### config.mk
export PLATFORM = sky130hd
export DESIGN_NAME = aes_shiftrows
export DESIGN_NICKNAME = d
export VERILOG_FILES = /design/src/rtl/aes_pkg.sv /design/src/rtl/aes_shiftrows_core.sv /design/src/rtl/aes_shiftrows.sv
export SDC_FILE = /design/constraint.sdc
export NUM_CORES = 1
export LEC_CHECK = 0
export ABC_AREA = 1
export ABC_CLOCK_PERIOD_IN_PS = 1200
export BUFFER_PORTS_ARGS = -buffer_cell sky130_fd_sc_hd__buf_2
export CAP_MARGIN = 0
export CORE_ASPECT_RATIO = 1.1
export CORE_UTILIZATION = 47
export DETAILED_ROUTE_END_ITERATION = 16
export PLACE_DENSITY = 0.8
export SETUP_SLACK_MARGIN = 0.1
export SYNTH_ARGS = -nofsm -noshare
export SYNTH_HDL_FRONTEND = slang
export SYNTH_SLANG_ARGS = --single-unit
export TNS_END_PERCENT = 1
### constraint.sdc
create_clock -name clk -period 1.2 [get_ports clk]
set_input_delay 0.06 -clock clk [delete_from_list [all_inputs] [get_ports clk]]
set_output_delay 0.06 -clock clk [all_outputs]
set_load 0.01 [all_outputs]
### src/rtl/aes_pkg.sv
// -----------------------------------------------------------------------------
// aes_pkg
// Shared AES datapath definitions: the 128-bit state type, the state geometry
// constants, and the byte-index to bit-position mapping of the column-major
// state (byte b = row + 4*col occupies bits [127-8b -: 8]).
// -----------------------------------------------------------------------------
package aes_pkg;

  typedef logic [127:0] aes_state_t;

  localparam int AES_NB     = 4;  // columns (and rows) of the state
  localparam int AES_BYTE_W = 8;

  // Most significant bit of byte b within the column-major state vector.
  function automatic int byte_msb(input int b);
    return 127 - AES_BYTE_W * b;
  endfunction

endpackage

### src/rtl/aes_shiftrows_core.sv
// -----------------------------------------------------------------------------
// aes_shiftrows_core
// Purely combinational AES ShiftRows byte permutation on a column-major state.
//   Forward : out[row][col] = in[row][(col+row) mod 4]
//   Inverse : out[row][col] = in[row][(col-row) mod 4]   (AES_SHIFTROWS_INV_EN)
// Ports:
//   state_i  in  128  state, column-major
//   inv_i    in  1    select InvShiftRows (only when AES_SHIFTROWS_INV_EN)
//   state_o  out 128  permuted state, column-major
// Without AES_SHIFTROWS_INV_EN the block is pure wiring with no inverse mux.
// -----------------------------------------------------------------------------
module aes_shiftrows_core
  import aes_pkg::*;
(
  input  aes_state_t state_i,
`ifdef AES_SHIFTROWS_INV_EN
  input  logic       inv_i,
`endif
  output aes_state_t state_o
);

  for (genvar r = 0; r < AES_NB; r++) begin : g_row
    for (genvar c = 0; c < AES_NB; c++) begin : g_col
      localparam int DST   = byte_msb(r + AES_NB * c);
      localparam int SRC_F = byte_msb(r + AES_NB * ((c + r) % AES_NB));
`ifdef AES_SHIFTROWS_INV_EN
      // +AES_NB keeps the modulo operand non-negative.
      localparam int SRC_I = byte_msb(r + AES_NB * ((c - r + AES_NB) % AES_NB));
      assign state_o[DST -: AES_BYTE_W] = inv_i ? state_i[SRC_I -: AES_BYTE_W]
                                                : state_i[SRC_F -: AES_BYTE_W];
`else
      assign state_o[DST -: AES_BYTE_W] = state_i[SRC_F -: AES_BYTE_W];
`endif
    end
  end

endmodule

### src/rtl/aes_shiftrows.sv
// -----------------------------------------------------------------------------
// aes_shiftrows
// Registered AES ShiftRows stage (between SubBytes and MixColumns). Permutes a
// column-major 128-bit state and presents it one cycle later through a
// valid/ready output register. Full throughput when out_ready stays high.
// Ports:
//   clk        in   1    rising-edge clock
//   rst        in   1    synchronous active-high reset
//   in_valid   in   1    in_state valid this cycle
//   in_ready   out  1    stage can accept a state this cycle
//   in_state   in   128  state, column-major
//   inv        in   1    InvShiftRows select, sampled on accept
//                        (present only when AES_SHIFTROWS_INV_EN is defined)
//   out_valid  out  1    out_state holds a shifted state
//   out_ready  in   1    downstream accepts out_state this cycle
//   out_state  out  128  shifted state, registered
// Build option: define AES_SHIFTROWS_INV_EN to add the inverse permutation.
// -----------------------------------------------------------------------------
module aes_shiftrows
  import aes_pkg::*;
(
  input  logic         clk,
  input  logic         rst,
  input  logic         in_valid,
  output logic         in_ready,
  input  logic [127:0] in_state,
`ifdef AES_SHIFTROWS_INV_EN
  input  logic         inv,
`endif
  output logic         out_valid,
  input  logic         out_ready,
  output logic [127:0] out_state
);

  aes_state_t perm;
  aes_state_t state_q, state_d;
  logic       valid_q, valid_d;
  logic       accept;

  aes_shiftrows_core u_core (
    .state_i (in_state),
`ifdef AES_SHIFTROWS_INV_EN
    .inv_i   (inv),
`endif
    .state_o (perm)
  );

  // rst forces readiness so upstream never sees a stall while the stage is
  // being cleared; the held state is discarded anyway.
  assign in_ready = rst || !valid_q || out_ready;
  assign accept   = in_valid && in_ready;

  // Data only moves on accept; a plain drain just drops valid.
  always_comb begin
    state_d = state_q;
    valid_d = valid_q;
    if (accept) begin
      state_d = perm;
      valid_d = 1'b1;
    end else if (out_ready) begin
      valid_d = 1'b0;
    end
  end

  // ---- output register stage ----
  always_ff @(posedge clk) begin
    if (rst) begin
      state_q <= '0;
      valid_q <= 1'b0;
    end else begin
      state_q <= state_d;
      valid_q <= valid_d;
    end
  end

  assign out_valid = valid_q;
  assign out_state = state_q;

endmodule

### Yosys cells after proc, flatten, opt, wreduce, memory -nomap -nowiden

Index checks and enable logic that the tools add are counted.

| storage, ports and cells | value |
|---|---|
| register bits after elaboration | 129 |
| input port bits | 132 |
| logic and storage cells | 9 |

| cells by class | value |
|---|---|
| mux-type cells | 2 |
| reductions and logical operators | 5 |

Operator list:

| operator | count |
|---|---|
| $logic_or A1 B1 Y1 | 2 |
| $mux W1 | 2 |
| $reduce_bool A2 Y1 | 1 |
| $logic_and A1 B1 Y1 | 1 |
| $logic_not A1 Y1 | 1 |

### Logic depth before layout (Yosys ltp)

Gate-level depths: netlist of run 1.

| logic depth | value |
|---|---|
| depth in word-level cells | 5 |
| gate-level depth with buffers | 7 |
| depth with buffers taken out | 5 |

### By module

From an unflattened synthesis of run 1, not the netlist that was laid out.

| second synthesis, totals | value |
|---|---|
| cell total of the unflattened synthesis | 973 |
| area, all modules | 6,640.1 um2 |

By module, submodules not included:

| module | times used | cells each | area an instance (um2) | seq. area each (um2) |
|---|---|---|---|---|
| aes_shiftrows | 1 | 845 | 5,679.2 | 2,582.5 |
| aes_shiftrows_core | 1 | 128 | 960.9 | 0.0 |

### Worst setup path after synthesis of run 1

Ideal clock, no wire load.

| timing path | value |
|---|---|
| kind | register to register |
| start | register valid_q, in the netlist out_valid |
| end | register state_q[100], in the netlist out_state[100] |
| library setup time | 0.115 ns |
| arrival time | 1.010 ns |
| data required time | 1.085 ns |
| setup slack | 0.075 ns |
| cell stages (with the launch flop) | 6 |
| path buffers | 2 |
| period minus slack after synthesis | 1.125 ns |
| cell sequence | dfxtp_1 > nand3_2 > buf_4 > buf_2 > a21oi_1 > nor2_1 |

| between the ends | value |
|---|---|
| cells in the longest elaborated chain, start to end | 4 |

Ends and longest elaborated chain:

| item | RTL line | text |
|---|---|---|
| start: declaration | aes_shiftrows.sv:37 | `logic valid_q, valid_d;` |
| start signal: assignment | aes_shiftrows.sv:72 | `valid_q <= valid_d;` |
| $logic_not A1 Y1 | aes_shiftrows.sv:50 | `assign in_ready = rst \|\| !valid_q \|\| out_ready;` |
| $logic_or A1 B1 Y1 (2 in series) | aes_shiftrows.sv:50 |  |
| $logic_and A1 B1 Y1 | aes_shiftrows.sv:51 | `assign accept = in_valid && in_ready;` |
| end signal: assignment | aes_shiftrows.sv:71 | `state_q <= state_d;` |
| end: declaration | aes_shiftrows.sv:36 | `aes_state_t state_q, state_d;` |

No other way between the ends.
A chain may end at the register's enable or synchronous reset.

### Worst setup path after layout of run 1

| timing path | value |
|---|---|
| start | register valid_q, in the netlist out_valid |
| end | register state_q[23], in the netlist out_state[23] |

Same word-level chain as after synthesis.

==> results of run 1 <==
## worst max-delay path, cell delays in order (launching register included)
cell and delay [ns]:
dfxtp_2 0.34, nand3_4 0.07, buf_4 0.15, buf_12 0.15, buf_12 0.17, a21oi_1 0.18
nor2_1 0.07
## sequential cells by signal, summed over array words and instances, names as in the netlist
register	flops
out_valid	1
out_state	128
## through the flow
step	total power, mW	hold WS [ns]	cells
2_1_floorplan	5.90	0.279	845
3_3_place_gp	6.62	0.366	1204
3_5_place_dp	6.66	0.377	1204
4_1_cts	12.0	0.00334	1370
5_1_grt	12.6	0.0522	1370
6_report	12.2	0.0359	1370
## final timing paths
check,to,cells past startpoint
min,out_state[23]$_SDFFE_PP0P_,5
max,out_state[23]$_SDFFE_PP0P_,6
max reg2reg,out_state[23]$_SDFFE_PP0P_,6
min reg2reg,out_state[116]$_SDFFE_PP0P_,2
## metal layers
metal | track usage, % | wire length (um)
met2 | 51.8 | 9790
met5 | 0 | 0
met4 | 20.2 | 1200
met1 | 31.4 | 7360
met3 | 7.39 | 1360
## cell usage after synthesis
cell type / n / area, sq um
a21oi_1: 128 / 641
buf_2: 49 / 245
buf_4: 5 / 37.5
buf_6: 1 / 11.3
clkbuf_1: 16 / 60.1
dfxtp_1: 129 / 2580
inv_1: 128 / 480
inv_2: 2 / 7.51
nand2_1: 130 / 488
nand3_1: 128 / 641
nand3_2: 1 / 10.0
nor2_1: 128 / 480
## layout make-up
| type | instances | area (sq um) |
|---|---|---|
| Clock buffer | 20 | 447 |
| Clock inverter | 12 | 135 |
| Fill cell | 692 | 2370 |
| Inverter | 130 | 489 |
| Multi-Input combinational cell | 515 | 2390 |
| Sequential cell | 129 | 2580 |
| Tap cell | 150 | 188 |
| Timing Repair Buffer | 414 | 3040 |
## power by group through the flow
stage | registers [mW] | logic (mW) | clock network (mW)
2_1_floorplan | 5.02 | 0.878 | 0
3_3_place_gp | 4.86 | 1.76 | 0
3_5_place_dp | 4.86 | 1.80 | 0
4_1_cts | 4.78 | 2.14 | 5.12
5_1_grt | 4.83 | 2.50 | 5.29
6_report | 4.80 | 2.29 | 5.06
## what timing repair did
action | CTS | global route
pin swaps | 4 | 13
hold buffers | 127 | 0
buffers inserted | 6 | 0
gates cloned | 1 | 0
hold endpoints to repair | 127 | 0
setup endpoints to repair | 30 | 127
resized for setup | 4 | 36
## cell families after synthesis
group | after synthesis | synth area share (%)
buf+inv | 201 | 14.8
simple gates | 387 | 28.5
flops | 129 | 45.4
compound gates | 128 | 11.3
==> impl_metrics.py, run 1 <==
metrics = {
    "sta": {
        "hold_violations": 0,
        "rsz0062_at_grt": "yes",
        "setup_tns_ns": -0.342,
        "max_slew_margin_pct": 60.9,
        "drv_slew": 0,
        "worst_clock_skew_ns": 0.00728,
        "min_period_ns": 1.26,
        "fmax_mhz": 796,
        "tightest_slew_ns": 0.587,
        "fin_ws_ns": -0.0558,
        "setup_violations": 21,
        "finalCritPeriodShare_pct": 105,
    },
    "clocking": {
        "clk_pin_slew_ns": 0.06,
        "clk_latency_ns": 0.41,
        "clock-root-buffer": "clkbuf_16",
        "cts_tree": "done",
        "cts.sinks": 129,
        "clockBufferDepth": 2,
        "htree_levels": 4,
        "cts_buffers": 17,
    },
    "floorplanning": {
        "die_x_um": 107,
        "start_util_pct": 48.8,
        "pin_count": 262,
        "die-area_sq_mm": 0.0125,
        "fp-row-count": 41,
        "die_h_um": 117,
        "core_area_sq_mm": 0.0116,
    },
    "worst_hold_path": {
        "worstHoldStart": "in_state[119]",
        "hold_class": "input pin to flop",
    },
    "worst_setup_path": {
        "cp.arrival_ns": 1.55,
        "reg2reg_from": "out_valid$_SDFFE_PP0P_",
        "crit_path_start_kind": "flop",
        "crit_start": "out_valid$_SDFFE_PP0P_",
        "crit_required_ns": 1.49,
        "crit_type": "flop to flop",
        "path_max_fanout": 33,
        "r2r_slack_ns": -0.06,
        "endpoint_kind": "flop",
    },
    "power_and_ir_drop": {
        "power_density_mw_per_mm2": 1310,
        "combPwrFrac_pct": 18.9,
        "p_sw_share_pct": 27.2,
        "power_frac_seq_pct": 39.5,
        "intPower_mw": 8.86,
        "p_leak_nw": 5.10,
        "pwr-share-clk_pct": 41.6,
        "ir_drop_uv": 723,
        "switchingPower_mw": 3.30,
    },
    "global_routing": {
        "grt_usage_pct": 29.8,
        "grt_pass1_vias": 6665,
        "grt_pass1_wl_mm": 30.3,
        "overflow": 0,
        "grt_max_degree": 130,
        "antenna_found_initial": 0,
    },
    "logic_synthesis": {
        "ys_types": 12,
        "syn-instance-count": 845,
        "ys_seq_elements": 129,
        "synth_warnings": 0,
        "synth.yosys.seq_area_share_pct": 45.4,
        "syn-num-nets": 977,
        "avgSynthCellArea_sq_um": 6.73,
        "netlist_area_sq_mm": 0.00568,
    },
    "place": {
        "place_congestion": 0.806,
        "portBuffers": 261,
        "dp_hpwl_mm": 9.77,
        "postPlaceCellArea_sq_mm": 0.00720,
        "preCtsSetupSlack_ns": 0.0900,
    },
    "outcome": {
        "status": "finished with violations",
        "violations": "negative setup slack",
    },
    "layout": {
        "antenna_cells": 0,
        "fin_util_pct": 79.7,
        "final_cell_mix": "buf_2, nand2_1, inv_1, dfxtp_1, dlygate4sd3_1",
        "layout_commonest_cell": "buf_2",
        "drive_gt1_share_pct": 29.1,
        "syn_to_final_growth_pct": 63.2,
        "design_area_sq_mm": 0.00928,
        "fin_nets": 1339,
    },
    "detailed_routing": {
        "drc_errors": 0,
        "drtPass1Iterations": 8,
        "vias": 6998,
        "wirelength_mm": 19.7,
        "drtAntennaViolNets": 0,
        "viasPerCell": 5.11,
        "post_drt_wl_per_cell_um": 14.4,
        "drtIter0Drc": 697,
    },
    "run": {
        "maxCapViolations": 0,
    },
}
No activity file was read; power rests on OpenSTA's default activity.
==> inputs of run 2 (changes only) <==
REMOVE_ABC_BUFFERS = 1   (was default)
==> run 2 against run 1 <==
The flow still finishes with violations (negative setup slack). Largest cell class unchanged. Global-route usage up 0.99 points. Register-to-register slack about the same. Utilization up 1.2 points. Critical path depth unchanged. Non-clock buffer count down 1.
==> impl_metrics.py, run 2 (same netlist as run 1, synthesis figures left out) <==
metrics = {
    "layout": {
        "largest_reg_flops": 128,
        "layout_commonest_cell": "buf_2",
        "final_cell_mix": "buf_2, nand2_1, inv_1, dfxtp_1, nor2_1",
        "syn_to_final_growth_pct": 65.7,
        "fin_nets": 1338,
        "register_area_sq_mm": 0.00258,
        "multi_input_area_sq_mm": 0.00248,
        "drive_gt1_share_pct": 30.8,
        "nFillCells": 705,
    },
    "global_routing": {
        "grt_max_degree": 130,
        "grt_pass1_vias": 6639,
        "antenna_found_initial": 3,
        "grt_pass1_wl_mm": 30.8,
        "overflow": 0,
        "grt_usage_pct": 30.8,
    },
    "sta": {
        "hold-worst-slack_ns": 0.00224,
        "drv_slew": 0,
        "min_period_ns": 1.26,
        "rsz0062_at_grt": "yes",
        "finalCritPeriodShare_pct": 105,
        "max_slew_margin_pct": 59.9,
        "worst_clock_skew_ns": 0.0103,
        "fin_ws_ns": -0.0587,
        "tightest_slew_ns": 0.602,
        "fmax_mhz": 794,
        "setup_violations": 11,
        "hold_violations": 0,
    },
    "worst_setup_path": {
        "crit_slowest_cell": "dfxtp_2",
        "crit_path_start_kind": "flop",
        "r2r_cells": 6,
        "cp.arrival_ns": 1.55,
        "crit_required_ns": 1.49,
        "crit_family": "buffers and inverters",
        "endpoint_kind": "flop",
        "crit_buf_inv": 3,
        "path_max_fanout": 13,
        "worst_path_most_repeated_cell": "buf_12",
        "critPathMaxStageDelay_ns": 0.34,
        "path_cells": "nand3_4, buf_4, buf_12, buf_12, a21oi_1, nor2_2",
        "crit_type": "flop to flop",
        "cp.depth": 6,
    },
    "place": {
        "dp_hpwl_mm": 9.86,
        "preCtsSetupSlack_ns": 0.0294,
        "portBuffers": 261,
        "place_congestion": 0.800,
    },
    "detailed_routing": {
        "post_drt_wl_per_cell_um": 14.6,
        "viasPerCell": 5.07,
        "drtPass1Iterations": 5,
        "drc_errors": 0,
        "drtAntennaViolNets": 0,
        "wirelength_mm": 20.1,
        "vias": 6959,
        "drtIter0Drc": 528,
    },
    "outcome": {
        "status": "finished with violations",
        "violations": "negative setup slack",
    },
    "floorplanning": {
        "start_util_pct": 48.8,
        "fp-row-count": 41,
        "core_area_sq_mm": 0.0116,
        "die-area_sq_mm": 0.0125,
        "die_h_um": 117,
        "pin_count": 262,
        "die_x_um": 107,
    },
    "power_and_ir_drop": {
        "ir_drop_uv": 868,
        "p_leak_nw": 5.14,
        "power_density_mw_per_mm2": 1380,
    },
    "worst_hold_path": {
        "hold_class": "input pin to flop",
        "hold_depth": 5,
    },
    "clocking": {
        "cts_buffers": 17,
        "cts_tree": "done",
        "clock-root-buffer": "clkbuf_16",
        "clockBufferDepth": 2,
        "cts.sinks": 129,
        "clk_pin_slew_ns": 0.05,
        "clk_latency_ns": 0.41,
        "htree_levels": 4,
    },
    "run": {
        "maxCapViolations": 0,
    },
}
## run 2: worst register-to-register path, cell delays in order, from the launching register on
cell     delay [ns]
dfxtp_2        0.34
nand3_4        0.08
buf_4          0.16
buf_12         0.15
buf_12         0.15
a21oi_1        0.21
nor2_2         0.06
## run 2: final cells by class
cell class / count / share of cell area [%]
Clock buffer: 22 / 4.93
Sequential cell: 129 / 27.4
Inverter: 130 / 5.21
Tap cell: 150 / 1.99
Antenna cell: 3 / 0.0797
Clock inverter: 10 / 2.18
Timing Repair Buffer: 413 / 31.8
Multi-Input combinational cell: 515 / 26.4
## run 2: metal layers
metal,routed length [um],global-route usage [%],up-vias,share of wire [%]
li1,-,-,3352,-
met1,7400,32.3,3140,37
met2,10000,51.5,355,50
met3,1430,9.34,112,7.1
met4,1250,22.7,0,6.2
met5,0,0,-,0
## run 2: final timing paths
path	startpoint	end	slack, ns
worst max-delay path	out_valid$_SDFFE_PP0P_	out_state[75]$_SDFFE_PP0P_	-0.06
worst min-delay path	in_state[105]	out_state[41]$_SDFFE_PP0P_	0.002
worst max register to register	out_valid$_SDFFE_PP0P_	out_state[75]$_SDFFE_PP0P_	-0.06
worst min register to register	out_state[48]$_SDFFE_PP0P_	out_state[48]$_SDFFE_PP0P_	0.47
## run 2: where the power goes
group | switching [mW] | internal, mW
Combinational | 1.20 | 1.11
Clock | 1.86 | 4.00
Sequential | 0.194 | 4.62
Total | 3.26 | 9.74
## run 2: through the flow
stage	cell area, sq um	setup TNS (ns)	instances	power [mW]	util, %
2_1_floorplan	5330	-490.33	774	5.76	-
3_5_place_dp	7200	0	1210	6.66	61.9
4_1_cts	9230	-0.221	1367	12.9	79.3
6_report	9420	-0.299	1372	13.0	80.9
3_3_place_gp	7200	0	1210	6.62	61.9
5_1_grt	9420	-3.34	1372	13.5	80.9
## run 2: repair_timing
item,CTS,global route
hold buffers,121,0
pin swaps,20,22
resized for setup,30,31
endpoints found under the hold margin,121,0
cloned,0,2
setup endpoints to repair,99,129
buffers inserted,4,0
==> inputs of run 3 (changes only) <==
BUFFER_PORTS_ARGS = default   (was -buffer_cell sky130_fd_sc_hd__buf_2)
CORE_UTILIZATION = 50   (was 47)
DONT_BUFFER_PORTS = 1   (was default)
PLACE_DENSITY = default   (was 0.8)
==> run 3 against run 2 <==
The flow finishes with violations (negative hold slack). Clock skew shrank 0.0057 ns. Via count down 27%. Non-clock buffer count fell by 387. Highest routed layer unchanged.
==> impl_metrics.py, run 3 (same netlist as run 1, synthesis figures left out) <==
metrics = {
    "worst_setup_path": {
        "crit_type": "flop to output port",
        "crit_slowest_cell": "dfxtp_2",
        "crit_path_start_kind": "flop",
        "crit_required_ns": 1.14,
        "cp.arrival_ns": 1.09,
        "critPathMaxStageDelay_ns": 0.35,
        "path_cells": "nand3_4, buf_12",
        "path_max_fanout": 29,
        "endpoint_kind": "output port",
    },
    "clocking": {
        "cts_tree": "done",
        "clk_latency_ns": 0.40,
        "htree_levels": 4,
        "clk_pin_slew_ns": 0.06,
        "clockBufferDepth": 2,
        "clock-root-buffer": "clkbuf_16",
        "cts.sinks": 129,
        "cts_buffers": 17,
    },
    "worst_hold_path": {
        "hold_class": "input pin to flop",
    },
    "floorplanning": {
        "die_h_um": 114,
        "die_x_um": 104,
        "core_area_sq_mm": 0.0110,
        "pin_count": 262,
        "die-area_sq_mm": 0.0118,
        "fp-row-count": 40,
        "start_util_pct": 51.6,
    },
    "sta": {
        "drv_slew": 0,
        "fin_ws_ns": 0.0471,
        "min_period_ns": 1.15,
        "tightest_slew_ns": 0.593,
        "hold-worst-slack_ns": -0.175,
        "setup_violations": 0,
        "hold_violations": 125,
        "max_slew_margin_pct": 60.5,
        "worst_clock_skew_ns": 0.00456,
        "rsz0062_at_grt": "yes",
        "finalCritPeriodShare_pct": 96.1,
        "fmax_mhz": 867,
    },
    "power_and_ir_drop": {
        "ir_drop_uv": 738,
        "power.total_mw": 10.9,
        "power_density_mw_per_mm2": 1640,
        "p_leak_nw": 3.37,
    },
    "detailed_routing": {
        "drtIter0Drc": 359,
        "post_drt_wl_per_cell_um": 14.2,
        "viasPerCell": 5.16,
        "drtAntennaViolNets": 0,
        "drc_errors": 0,
        "wirelength_mm": 13.9,
        "vias": 5047,
        "drtPass1Iterations": 5,
    },
    "global_routing": {
        "grt_pass1_vias": 4299,
        "grt_pass1_wl_mm": 21.3,
        "overflow": 0,
        "grt_usage_pct": 22.4,
        "grt_max_degree": 258,
        "antenna_found_initial": 0,
    },
    "layout": {
        "antenna_cells": 0,
        "fin_nets": 951,
        "drive_gt1_share_pct": 11.2,
        "final_cell_mix": "nand2_1, inv_1, nor2_1, dfxtp_1, nand3_1",
        "design_area_sq_mm": 0.00662,
        "syn_to_final_growth_pct": 16.4,
        "layout_commonest_cell": "nand2_1",
        "largest_reg_flops": 128,
    },
    "run": {
        "maxCapViolations": 0,
    },
    "place": {
        "dp_hpwl_mm": 8.89,
        "postPlaceCellArea_sq_mm": 0.00579,
        "portBuffers": 0,
        "preCtsSetupSlack_ns": 0.0155,
        "place_congestion": 0.767,
    },
    "outcome": {
        "violations": "negative hold slack",
        "status": "finished with violations",
    },
}
run 3: changes by cell type in the layout (fill, tap and decap cells not counted), moves of 5 or more:
cell,change
a21oi_1,+19
nand3_2,+8
bufinv_16,-5
dlygate4sd3_1,-117
buf_2,-259
buf_6,-5
nand3_1,-8
a21oi_2,-17
run 3: metal layers:
layer | up-vias | wire (um) | global-route usage (%)
li1 | 2573 | - | -
met1 | 2268 | 5910 | 27.2
met2 | 181 | 6480 | 35.5
met3 | 25 | 1170 | 8.86
met4 | 0 | 350 | 9.14
met5 | - | 0 | 0
run 3: repair_timing:
item | in CTS | in global routing
cloned | 0 | 1
pin swaps | 1 | 44
gates resized for setup | 4 | 38
hold buffers | 3 | 1
buffers inserted | 1 | 1
endpoints found under the setup margin | 107 | 112
endpoints found under the hold margin | 129 | 128
run 3: critical path, delay by kind of cell, from the launching register on:
family / cells / cell delay (ns)
buffers and inverters: 1 / 0.20
DFF: 1 / 0.35
and+or+nand+nor: 1 / 0.14
run 3: path summary, 6_finish.rpt:
kind	to	depth (start not counted)	slack [ns]	from
hold reg to reg	out_state[28]$_SDFFE_PP0P_	2	0.53	out_state[28]$_SDFFE_PP0P_
setup / recovery	in_ready	2	0.05	out_valid$_SDFFE_PP0P_
setup reg to reg	out_state[106]$_SDFFE_PP0P_	6	0.05	out_valid$_SDFFE_PP0P_
hold / removal	out_state[80]$_SDFFE_PP0P_	2	-0.17	in_valid
run 3: final cells by class:
type / count / area, sq um
clock buffers: 20 / 457
inverters: 130 / 490
well taps: 147 / 184
flip-flops and latches: 129 / 2580
fillers: 1077 / 4390
multi-input cells: 515 / 2430
clock inverters: 12 / 110
repair buffers: 26 / 364
run 3: report_power, final:
group,internal (mW),switching [mW]
clock network,2.96,1.89
registers,4.62,0.416
logic,0.458,0.523
run 3: per-stage QoR:
step / setup TNS [ns] / util [%] / instances / hold slack [ns]
2_1_floorplan: -490.33 / - / 774 / 0.171
4_1_cts: 0 / 58.2 / 976 / -0.180
5_1_grt: -0.270 / 60.1 / 979 / -0.182
3_5_place_dp: 0 / 52.6 / 940 / 0.193
6_report: 0 / 60.1 / 979 / -0.175
3_3_place_gp: 0 / 52.6 / 940 / 0.200
